[src/rtl/counter_seq_pkg.sv]
// Shared constants and state encoding for the counter sequencing arbiter.
package counter_seq_pkg;

    localparam int DEF_WIDTH = 3;
    localparam int DEF_CNTW  = 4;
    localparam int DEF_NREQ  = 4;

    localparam logic [1:0] ST_IDLE  = 2'd0;
    localparam logic [1:0] ST_LOAD  = 2'd1;
    localparam logic [1:0] ST_COUNT = 2'd2;
    localparam logic [1:0] ST_DONE  = 2'd3;

    typedef enum logic [1:0] {
        S_IDLE  = ST_IDLE,
        S_LOAD  = ST_LOAD,
        S_COUNT = ST_COUNT,
        S_DONE  = ST_DONE
    } state_t;

endpackage

[src/rtl/rr_arbiter.sv]
// Combinational round-robin picker: first set request at or above ptr, wrapping.
module rr_arbiter #(
    parameter int NREQ = 4
) (
    input  logic [NREQ-1:0]         req,
    input  logic [$clog2(NREQ)-1:0] ptr,
    output logic [NREQ-1:0]         grant,
    output logic [$clog2(NREQ)-1:0] index,
    output logic                    any
);

    localparam int PTRW = $clog2(NREQ);

    logic found;

    // Walk the requests starting at ptr; the first hit wins.
    always_comb begin
        grant = '0;
        index = '0;
        found = 1'b0;
        for (int k = 0; k < NREQ; k++) begin
            int j;
            j = int'(ptr) + k;
            if (j >= NREQ) begin
                j = j - NREQ;
            end
            if (!found && req[j]) begin
                found    = 1'b1;
                grant[j] = 1'b1;
                index    = PTRW'(j);
            end
        end
    end

    assign any = |req;

endmodule

[src/rtl/counter_seq_arbiter.sv]
// Shares one counter among NREQ requesters: load start value, increment n times,
// return the final counter value with a one-cycle done pulse.
module counter_seq_arbiter
    import counter_seq_pkg::*;
#(
    parameter int WIDTH = DEF_WIDTH,
    parameter int NREQ  = DEF_NREQ,
    parameter int CNTW  = DEF_CNTW
) (
    input  logic                  clk,
    input  logic                  rst_n,
    input  logic [NREQ-1:0]       req,
    input  logic [NREQ*WIDTH-1:0] start_val,
    input  logic [NREQ*CNTW-1:0]  num_incs,
    output logic [NREQ-1:0]       gnt,
    output logic [NREQ-1:0]       done,
    output logic [WIDTH-1:0]      result,
    output logic                  busy,
    output logic                  cnt_ld,
    output logic                  cnt_inc,
    output logic [WIDTH-1:0]      cnt_data_in,
    input  logic [WIDTH-1:0]      cnt_data_out
);

    localparam int PTRW = $clog2(NREQ);

    state_t            state_reg;
    state_t            state_next;
    logic [PTRW-1:0]   ptr_reg;
    logic [PTRW-1:0]   owner_reg;
    logic [PTRW-1:0]   ptr_next;
    logic [NREQ-1:0]   gnt_reg;
    logic [WIDTH-1:0]  start_reg;
    logic [CNTW-1:0]   remain_reg;

    logic [WIDTH-1:0]  start_arr [NREQ];
    logic [CNTW-1:0]   incs_arr  [NREQ];

    logic [NREQ-1:0]   win_grant;
    logic [PTRW-1:0]   win_index;
    logic              win_any;

    // Split the flat request buses into per-requester fields.
    generate
        for (genvar gi = 0; gi < NREQ; gi++) begin : g_unpack
            assign start_arr[gi] = start_val[gi*WIDTH +: WIDTH];
            assign incs_arr[gi]  = num_incs[gi*CNTW +: CNTW];
        end
    endgenerate

    rr_arbiter #(
        .NREQ (NREQ)
    ) u_rr_arbiter (
        .req   (req),
        .ptr   (ptr_reg),
        .grant (win_grant),
        .index (win_index),
        .any   (win_any)
    );

    // Pointer moves to the requester just after the one being served.
    always_comb begin
        ptr_next = owner_reg + PTRW'(1);
        if (owner_reg == PTRW'(NREQ - 1)) begin
            ptr_next = '0;
        end
    end

    // State register plus job latches; requests are only sampled in IDLE.
    always_ff @(posedge clk or negedge rst_n) begin
        if (!rst_n) begin
            state_reg  <= S_IDLE;
            ptr_reg    <= '0;
            owner_reg  <= '0;
            gnt_reg    <= '0;
            start_reg  <= '0;
            remain_reg <= '0;
        end else begin
            state_reg <= state_next;
            case (state_reg)
                S_IDLE: begin
                    if (win_any) begin
                        gnt_reg    <= win_grant;
                        owner_reg  <= win_index;
                        start_reg  <= start_arr[win_index];
                        remain_reg <= incs_arr[win_index];
                    end
                end
                S_COUNT: begin
                    remain_reg <= remain_reg - CNTW'(1);
                end
                S_DONE: begin
                    gnt_reg <= '0;
                    ptr_reg <= ptr_next;
                end
                default: begin
                end
            endcase
        end
    end

    // Next-state decode; a zero-increment job skips COUNT entirely.
    always_comb begin
        state_next = state_reg;
        case (state_reg)
            S_IDLE: begin
                if (win_any) begin
                    state_next = S_LOAD;
                end
            end
            S_LOAD: begin
                if (remain_reg != '0) begin
                    state_next = S_COUNT;
                end else begin
                    state_next = S_DONE;
                end
            end
            S_COUNT: begin
                if (remain_reg == CNTW'(1)) begin
                    state_next = S_DONE;
                end
            end
            S_DONE: begin
                state_next = S_IDLE;
            end
            default: begin
                state_next = S_IDLE;
            end
        endcase
    end

    // Outputs come from registered state only, so req cannot glitch them.
    always_comb begin
        busy        = (state_reg != S_IDLE);
        cnt_ld      = (state_reg == S_LOAD);
        cnt_inc     = (state_reg == S_COUNT);
        cnt_data_in = (state_reg == S_LOAD) ? start_reg : '0;
        gnt         = gnt_reg;
        done        = (state_reg == S_DONE) ? gnt_reg : '0;
        result      = (state_reg == S_DONE) ? cnt_data_out : '0;
    end

endmodule
[config.mk]
export PLATFORM = sky130hd
export DESIGN_NAME = counter_seq_arbiter
export DESIGN_NICKNAME = d
export VERILOG_FILES = /design/src/rtl/counter_seq_pkg.sv /design/src/rtl/rr_arbiter.sv /design/src/rtl/counter_seq_arbiter.sv
export SDC_FILE = /design/constraint.sdc
export NUM_CORES = 1
export LEC_CHECK = 0
export CORE_AREA = 3 3 63 65
export DETAILED_ROUTE_END_ITERATION = 8
export DIE_AREA = 0 0 66 68
export GPL_TIMING_DRIVEN = 0
export MAX_ROUTING_LAYER = met4
export PLACE_DENSITY = 0.9
export SLEW_MARGIN = 5
export SYNTH_ARGS = -nofsm -noshare
export SYNTH_HDL_FRONTEND = slang
export SYNTH_SLANG_ARGS = --single-unit
export TNS_END_PERCENT = 100
[constraint.sdc]
create_clock -name clk -period 9.4 [get_ports clk]
set_input_delay 0.94 -clock clk [delete_from_list [all_inputs] [get_ports clk]]
set_output_delay 0.94 -clock clk [all_outputs]
set_load 0.01 [all_outputs]
; ---- Yosys cells after proc, flatten, opt, wreduce, memory -nomap -nowiden
; Index checks and enable logic that the tools add are counted.
[word_totals]
reg_bits = 17
elab_cells = 112
output_inout_bits = 17
inputBits = 37
[op_classes]
bitwise = 4
reduce_logical = 20
magnitude_cmp = 13
eq_ne = 7
mux = 53
add_sub_neg = 9
[op_table]
columns = cell, count
row1 = "greater-or-equal comparator 32 x 1 -> 1 bit, second input constant", 4
row2 = "< comparator 32 x 4 -> 1 bit, second input constant", 4
row3 = two-way mux 32 bit, 4
row4 = "greater-or-equal comparator 32 x 4 -> 1 bit, second input constant", 3
row5 = "subtractor 32 x 4 -> 32 bit, second input constant", 3
row6 = two-way mux 4 bit, 9
row7 = two-way mux 1 bit, 16
row8 = one-hot mux 4 bit (2 select lines), 2
row9 = two-way mux 2 bit, 7
row10 = two-way mux 3 bit, 4
row11 = OR 4 bit, 3
row12 = binary-select mux 1 bit (select 2 bit), 4
row13 = binary-select mux 4 bit (select 2 bit), 1
row14 = demux 1 bit (select 2 bit), 4
row15 = one-hot mux 2 bit (4 select lines), 1
row16 = AND reduction 2 bit, 4
row17 = logical AND 1 bit, 7
row18 = "adder 2 x 2 -> 3 bit, second input constant", 2
row19 = binary-select mux 3 bit (select 2 bit), 1
row20 = "equality test 2 bit, second input constant", 3
row21 = nonzero test 2 bit, 3
row22 = "equality test 4 x 1 -> 1 bit, second input constant", 1
row23 = "inequality test 2 x 1 -> 1 bit, second input constant", 2
row24 = nonzero test 4 bit, 1
row25 = 11 further kinds, 13

; ---- Logic depth before layout (Yosys ltp)
; Gate-level depths: netlist (run 1).
[depth]
word_depth = 21
ltp_mapped = 12
depth_no_buf = 8

; ---- Modules after synthesis
; Synthesis (run 1) repeated with hierarchy kept, for this count alone.
[unflattened]
cells_unflattened = 158
hier_area_um2 = 1667.8
[modules_own_cells]
columns = module, seq_area_each_um2, area_per_inst_um2, cells_per_inst, instances
row1 = counter_seq_arbiter, 425.4, 1184.9, 104, 1
row2 = rr_arbiter, 0.0, 483.0, 54, 1

; ---- Least setup slack after synthesis (run 1)
; OpenSTA, ideal clock, no wires.
[synth_timing]
path_kind = flip-flop to flip-flop
from = reg ptr_reg[0]
to = reg start_reg[2]
path_stages_with_launch = 13
setup_time_ps = 125
setup_slack_ps = 6189
arrival_ps = 3086
path_buffers = 4
cell_sequence = dfrtp_1 buf_6 buf_4 inv_1 ha_1 clkbuf_1 mux4_2 o21bai_2 nand3_2 and2_4 buf_6 mux4_1 mux2_2
[synth_between]
elab_chain_len = 19
[synth_lines]
columns = item, line_no
row1 = "start, declared", counter_seq_arbiter.sv:29  ; logic [PTRW-1:0] ptr_reg;
row2 = "start signal, assigned", counter_seq_arbiter.sv:94  ; ptr_reg <= ptr_next;
row3 = branches (longest 14 deep; another with subtractor 32 x 4 -> 32 bit), --
row4 = two-way mux 2 bit (*), rr_arbiter.sv:27  ; if (!found && req[j]) begin
row5 = NOT 2 -> 3 bit (not written as such) (*), counter_seq_arbiter.sv:85  ; start_reg <= start_arr[win_index];
row6 = binary-select mux 3 bit (select 2 bit) (*), counter_seq_arbiter.sv:85
row7 = two-way mux 3 bit (not written as such) (*) (2 in a row), counter_seq_arbiter.sv:85
row8 = "end signal, assigned", counter_seq_arbiter.sv:85
row9 = "end, declared", counter_seq_arbiter.sv:33  ; logic [WIDTH-1:0] start_reg;
; Every way passes the cells marked *. The select of a mux whose other input is x is not followed.
; A chain may end at the register's enable or synchronous reset.

; ---- Worst setup path after layout (run 1)
[layout_timing]
from = in req[2]
to = reg remain_reg[3]
[layout_between]
elab_chain_len = 19
[layout_lines]
columns = item, line_no
row1 = "start, declared", counter_seq_arbiter.sv:12  ; input logic [NREQ-1:0] req,
row2 = binary-select mux 1 bit (select 2 bit), rr_arbiter.sv:27
row3 = two-way mux 1 bit (not written as such) (2 in a row), rr_arbiter.sv:27
row4 = two-way mux 1 bit, rr_arbiter.sv:27
row5 = zero test 1 bit, rr_arbiter.sv:27
row6 = logical AND 1 bit, rr_arbiter.sv:27
row7 = two-way mux 1 bit, rr_arbiter.sv:27
row8 = zero test 1 bit, rr_arbiter.sv:27
row9 = logical AND 1 bit, rr_arbiter.sv:27
row10 = two-way mux 1 bit, rr_arbiter.sv:27
row11 = zero test 1 bit, rr_arbiter.sv:27
row12 = logical AND 1 bit, rr_arbiter.sv:27
row13 = two-way mux 2 bit, rr_arbiter.sv:27
row14 = NOT 2 -> 3 bit (not written as such), counter_seq_arbiter.sv:86  ; remain_reg <= incs_arr[win_index];
row15 = binary-select mux 4 bit (select 2 bit), counter_seq_arbiter.sv:86
row16 = two-way mux 4 bit (not written as such) (2 in a row), counter_seq_arbiter.sv:86
row17 = two-way mux 4 bit, counter_seq_arbiter.sv:82  ; if (win_any) begin
row18 = one-hot mux 4 bit (2 select lines), counter_seq_arbiter.sv:80  ; case (state_reg)
row19 = "end signal, assigned", counter_seq_arbiter.sv:86
row20 = "end signal, assigned", counter_seq_arbiter.sv:90  ; remain_reg <= remain_reg - CNTW'(1);
row21 = "end, declared", counter_seq_arbiter.sv:34  ; logic [CNTW-1:0] remain_reg;
; Several ways; a longest one is shown, not always the timed one. The select of a mux whose other input is x is not followed.

==> impl_metrics.tcl, run 1 <==
set metrics [dict create \
    crit_path_start_kind "input port" \
    start_util 0.502 \
    grt.total_usage 0.180 \
    clk_path_buf_depth 2 \
    crit_path_top_delay_cell "clkdlybuf4s50_1" \
    async_flop_share 1.00 \
    dp_hpwl_um 3110 \
    rsz0062_at_grt "false" \
    ios 54 \
    cts.sinks 17 \
    synth_top_flop_cell "dfrtp_1" \
    seq_area_frac_synth 0.250 \
    peakVddDrop_uv 168 \
    antenna_cells 0 \
    critPathKind "in -> reg" \
    cts_tree "done" \
    antenna_found_initial 0 \
    ctsHtreeMaxLevel 1 \
    ant_nets 0 \
    ctsResizeCount 0 \
    portBuffers 52 \
    drt-initial-drc-count 81 \
    hold_viol 0 \
    die_h_um 68 \
    tightest_slew_ns 0.729 \
    numCtsBuffers 3 \
    path_delay_family "compound AO/OA/AOI/OAI gates" \
    cp.buffers_inverters 2 \
    rows 21 \
    worstPathRequired_ns 9.59 \
    final.period_utilization 0.388 \
    clkTransAtPathRegs_ns 0.10 \
    totalWireLength_um 3860 \
    hp-class "reg -> reg" \
    clkLatencyLatePin_ns 0.29 \
    endpoint_kind "register" \
    setup_viol 0 \
    power_density_nw_per_um2 301 \
    root_buffer "clkbuf_4" \
    slowest_delay_ns 0.51 \
    vias 1556 \
    die-area_um2 4490 \
    yosys-top-cells-area "dfrtp_1, ha_1, mux4_2, mux2_2, and2_1" \
    cp.arrival_ns 3.83 \
    drc 0 \
    slew_headroom 0.512 \
    post_cts_buffers 0 \
    via_per_inst 5.58 \
    synth.distinct_cells 48 \
    post-synth-top-count-cell "dfrtp_1" \
    first_pass_iters 4 \
    grt_remaining_overflow 0 \
    dp_cells 275 \
    core_um2 3390 \
    synth_fp_nets 227 \
    place_congestion 0.886 \
    stdcell_count 279 \
    worstPathCellList "clkdlybuf4s50_1 > clkbuf_1 > or3b_2 > a211o_1 > a21oi_1 > o31a_1 > mux4_2 > a211o_1" \
    setup_tns_ns 0 \
    drive_above_1_share 0.129 \
    fin_skew_ns 0.00812 \
    grt_start_max_net_pins 18 \
    chipWidth_um 66 \
    p_leak_nw 0.952 \
    fmax_ghz 0.274 \
    crit_path_max_fanout 10 \
    synth_top_cell_area_share 0.250 \
    synthCells 177 \
    outcome "finished, final reports clean" \
    synth_top_cell_by_area "dfrtp_1" \
    period_minus_slack_ns 3.64 \
    synth.avg_cell_area_um2 9.61 \
    drv_slew 0 \
    maxCapViolations 0 \
    netlist_top_cells_count "dfrtp_1, ha_1, nor2_1" \
    grt_pass1_wl_um 6200 \
    cpMostUsedCell "a211o_1" \
    area_growth_pct 35.5 \
    ys_warn_count 0 \
    layout.nets 284 \
    cts_hold_buf 0 \
    first_global_vias 1430 \
    syn_area_um2 1700 \
    hold_slack_ns 0.506 \
    post_drt_wl_per_cell_um 13.8 \
    yosys_register_bits 17 \
    synth_edf_count 0 \
]
-- worst paths after layout --
path,endpoint,startpoint,cells past startpoint,slack (ns)
max,remain_reg[3]$_DFFE_PN0P_,req[2],8,5.76
min,start_reg[1]$_DFFE_PN0P_,start_reg[1]$_DFFE_PN0P_,1,0.51
max reg2reg,remain_reg[3]$_DFFE_PN0P_,ptr_reg[0]$_DFFE_PN0P_,11,5.77
min reg2reg,start_reg[1]$_DFFE_PN0P_,start_reg[1]$_DFFE_PN0P_,1,0.51
max in group asynchronous,ptr_reg[1]$_DFFE_PN0P_,rst_n,1,7.86
min in group asynchronous,state_reg[1]$_DFFE_PN0P_,rst_n,1,1.07
-- layout make-up --
cell class / count / area [um^2]
flip-flops and latches: 17 / 425
well taps: 46 / 57.6
fillers: 265 / 1080
plain buffers: 12 / 73.8
inverters: 8 / 30.0
repair buffers: 52 / 520
clock buffers: 4 / 26.3
multi-input cells: 140 / 1170
-- power breakdown --
group	internal [W]	total [W]	leakage (nW)	switching (W)
logic	0.000263	0.000518	0.724	0.000255
clock network	0.0000165	0.0000386	0.0150	0.0000221
registers	0.000108	0.000138	0.212	0.0000290
total	0.000388	0.000694	0.952	0.000306
-- per-stage QoR --
step / power (W) / cell area (um^2) / utilization / worst slack, ns
2_1_floorplan: 0.000515 / 1700 / - / 6.19
3_3_place_gp: 0.000640 / 2280 / 0.672 / 5.47
3_5_place_dp: 0.000655 / 2280 / 0.672 / 5.43
4_1_cts: 0.000696 / 2300 / 0.680 / 5.74
5_1_grt: 0.000757 / 2300 / 0.680 / 5.52
6_report: 0.000694 / 2300 / 0.680 / 5.76
-- worst reg2reg max path, delay by kind of cell, from the launching register on --
family,cells,cell delay [ns]
AO/OA/AOI/OAI,4,1.21
buffers and inverters,4,0.74
AND/OR/NAND/NOR,1,0.52
flip-flops,1,0.43
multiplexers,1,0.37
adder cells (fa/ha/maj),1,0.27
-- layout by cell type (no fill, tap or decap), types with 3 or more instances in the layout --
| cell | n |
|---|---|
| a22o_1 | 5 |
| clkdlybuf4s50_1 | 52 |
| buf_6 | 3 |
| inv_1 | 8 |
| clkbuf_1 | 7 |
| o211ai_1 | 5 |
| a221o_1 | 4 |
| a21boi_0 | 4 |
| a21oi_1 | 5 |
| clkbuf_4 | 3 |
| o21ai_0 | 10 |
| mux2_2 | 7 |
| mux4_2 | 6 |
| nand3_1 | 4 |
| and2_1 | 10 |
| dfrtp_1 | 17 |
| nand2_1 | 10 |
| ha_1 | 13 |
| nor2_1 | 12 |
| mux2i_1 | 4 |
| and3_1 | 4 |
| a22oi_1 | 5 |
-- logic make-up after synthesis --
| family | count (synthesis) | share of synthesized area |
|---|---|---|
| AND/OR/NAND/NOR | 55 | 0.183 |
| AO/OA/AOI/OAI | 53 | 0.230 |
| adder cells (fa/ha/maj) | 13 | 0.0957 |
| multiplexers | 19 | 0.180 |
| buffers and inverters | 20 | 0.0611 |
| flip-flops | 17 | 0.250 |
-- metal layers --
layer  wire length (um)  vias to the layer above  track usage
met4                 29                        0       0.0381
met2               1890                       54        0.328
met1               1690                      716        0.207
met5                  0                        -            -
li1                   -                      781            -
met3                254                        5       0.0345
No activity file was read; power rests on OpenSTA's default activity.
==> run 2: changes to the inputs <==
--- a/config.mk
+++ b/config.mk
@@ -5,12 +5,12 @@
 export SDC_FILE = /design/constraint.sdc
 export NUM_CORES = 1
 export LEC_CHECK = 0
-export CORE_AREA = 3 3 63 65
+export CORE_AREA = 3 3 68 70
 export DETAILED_ROUTE_END_ITERATION = 8
-export DIE_AREA = 0 0 66 68
+export DIE_AREA = 0 0 71 73
 export GPL_TIMING_DRIVEN = 0
 export MAX_ROUTING_LAYER = met4
-export PLACE_DENSITY = 0.9
+export PLACE_DENSITY = 0.83
 export SLEW_MARGIN = 5
 export SYNTH_ARGS = -nofsm -noshare
 export SYNTH_HDL_FRONTEND = slang
==> constraint.sdc (replaced) <==
create_clock -name clk -period 3.23 [get_ports clk]
set_input_delay 0.323 -clock clk [delete_from_list [all_inputs] [get_ports clk]]
set_output_delay 0.323 -clock clk [all_outputs]
set_load 0.01 [all_outputs]
==> run 2 against run 1 <==
Against the previous run: utilization down 7.1 points; register-to-register slack worse by 5.6 ns; setup slack worse by 5.6 ns; clock power rose to 4.1 times the previous value; sequential power rose to 2.9 times the previous value; power rose to 3.4 times the previous value; first-iteration DRC count down 16%; critical path type is now reg -> reg.
==> impl_metrics.tcl, run 2 (synthesis results as in run 1) <==
set metrics [dict create \
    antenna_cells 0 \
    p_comb_frac 0.761 \
    cellInternalPower_w 0.00136 \
    finalPower_w 0.00234 \
    grt_start_max_net_pins 18 \
    area_growth_pct 44.2 \
    drc 0 \
    crit_path_max_fanout 10 \
    crit_path_top_delay_cell "or4b_2" \
    maxCapViolations 0 \
    worstPathCellList "buf_6 > buf_6 > clkinvlp_4 > ha_4 > buf_4 > or4b_2 > a21oi_2 > o31a_1 > buf_12 > mux4_2 > a211o_1" \
    slew_headroom 0.474 \
    netSwitchingPower_w 0.000984 \
    setup_viol 0 \
    cpMostUsedCell "buf_6" \
    place_congestion 0.950 \
    critPathKind "reg -> reg" \
    hold_viol 0 \
    drt-initial-drc-count 68 \
    core_um2 4030 \
    die_h_um 73 \
    first_global_vias 1588 \
    drv_slew 0 \
    numCtsBuffers 3 \
    root_buffer "clkbuf_8" \
    period_minus_slack_ns 3.09 \
    p_seq_frac 0.172 \
    grt_remaining_overflow 0 \
    cts_tree "done" \
    p_leak_nw 1.02 \
    totalWireLength_um 4490 \
    hp-class "reg -> reg" \
    start_util 0.422 \
    ios 54 \
    ant_nets 0 \
    cts_hold_buf 0 \
    fmax_ghz 0.324 \
    portBuffers 52 \
    grt.total_usage 0.177 \
    final.period_utilization 0.956 \
    first_pass_iters 4 \
    dp_hpwl_um 3310 \
    clk_path_buf_depth 2 \
    layout_commonest_cell "clkdlybuf4s50_1" \
    fin_skew_ns 0.0105 \
    fin_util 0.609 \
    peakVddDrop_uv 366 \
    crit_path_start_kind "register" \
    most-common-layout-cells "clkdlybuf4s50_1, dfrtp_1, nor2_1, ha_1, buf_4" \
    post_drt_wl_per_cell_um 15.3 \
    via_per_inst 5.64 \
    rows 23 \
    cts.sinks 17 \
    vias 1657 \
    fill_cells 349 \
    layout.nets 295 \
    r2r_slack_ns 0.14 \
    cp.arrival_ns 3.23 \
    tightest_slew_ns 0.787 \
    final_area_um2 2450 \
    die-area_um2 5180 \
    worstPathRequired_ns 3.37 \
    slowest_delay_ns 0.59 \
    switching_share 0.421 \
    antenna_found_initial 0 \
    cp.buffers_inverters 5 \
    outcome "finished, final reports clean" \
    clkTransAtPathRegs_ns 0.07 \
    ctsHtreeMaxLevel 1 \
    chipWidth_um 71 \
    endpoint_kind "register" \
    dpl-instance-area_um2 2280 \
    clkLatencyLatePin_ns 0.25 \
    grt_pass1_wl_um 7160 \
    hold_slack_ns 0.504 \
    power_density_nw_per_um2 954 \
    drive_above_1_share 0.189 \
    power_frac_clock 0.068 \
    path_delay_family "compound AO/OA/AOI/OAI gates" \
]
-- run 2: layer usage --
metal,wire [um],up-vias,track usage
met5,0,-,-
met4,105,0,0.0752
met3,312,19,0.0372
met2,2130,71,0.291
met1,1950,766,0.209
li1,-,801,-
-- run 2: path summary, 6_finish.rpt --
check | start | to | cells past startpoint
min in group asynchronous | rst_n | start_reg[1]$_DFFE_PN0P_ | 1
worst max-delay path | ptr_reg[0]$_DFFE_PN0P_ | remain_reg[3]$_DFFE_PN0P_ | 11
worst min-delay path | start_reg[2]$_DFFE_PN0P_ | start_reg[2]$_DFFE_PN0P_ | 1
worst max register to register | ptr_reg[0]$_DFFE_PN0P_ | remain_reg[3]$_DFFE_PN0P_ | 11
max in group asynchronous | rst_n | ptr_reg[1]$_DFFE_PN0P_ | 1
worst min register to register | start_reg[2]$_DFFE_PN0P_ | start_reg[2]$_DFFE_PN0P_ | 1
-- run 2: layout make-up --
class / count / area (um^2) / area share
Timing Repair Buffer: 64 / 623 / 0.254
Tap cell: 50 / 62.6 / 0.0255
Multi-Input combinational cell: 140 / 1190 / 0.484
Sequential cell: 17 / 425 / 0.173
Clock buffer: 3 / 41.3 / 0.0168
Buffer: 11 / 73.8 / 0.0301
Inverter: 8 / 33.8 / 0.0138
Clock inverter: 1 / 5.00 / 0.00204
-- run 2: timing repair --
item                                    4_1_cts  5_1_grt
buffers inserted                              6        6
gates resized for setup                       3        2
endpoints found under the setup margin        5        5
pin swaps                                     1        1
-- run 2: per-stage QoR --
step / setup TNS (ns) / instances / setup WS, ns
after floorplan: 0 / 177 / 0.0191
after global placement: -1.54 / 279 / -0.337
after detailed placement: -1.78 / 279 / -0.405
after CTS: 0 / 288 / 0.0371
after global routing: -0.00201 / 294 / -0.00201
final: 0 / 294 / 0.142
-- run 2: power by group through the flow --
stage	Sequential (W)	Clock [W]	Combinational (W)
after floorplan	0.000390	0	0.00111
after CTS	0.000401	0.000159	0.00167
final	0.000401	0.000159	0.00178
after global routing	0.000418	0.000169	0.00194
after detailed placement	0.000404	0	0.00152
after global placement	0.000398	0	0.00147
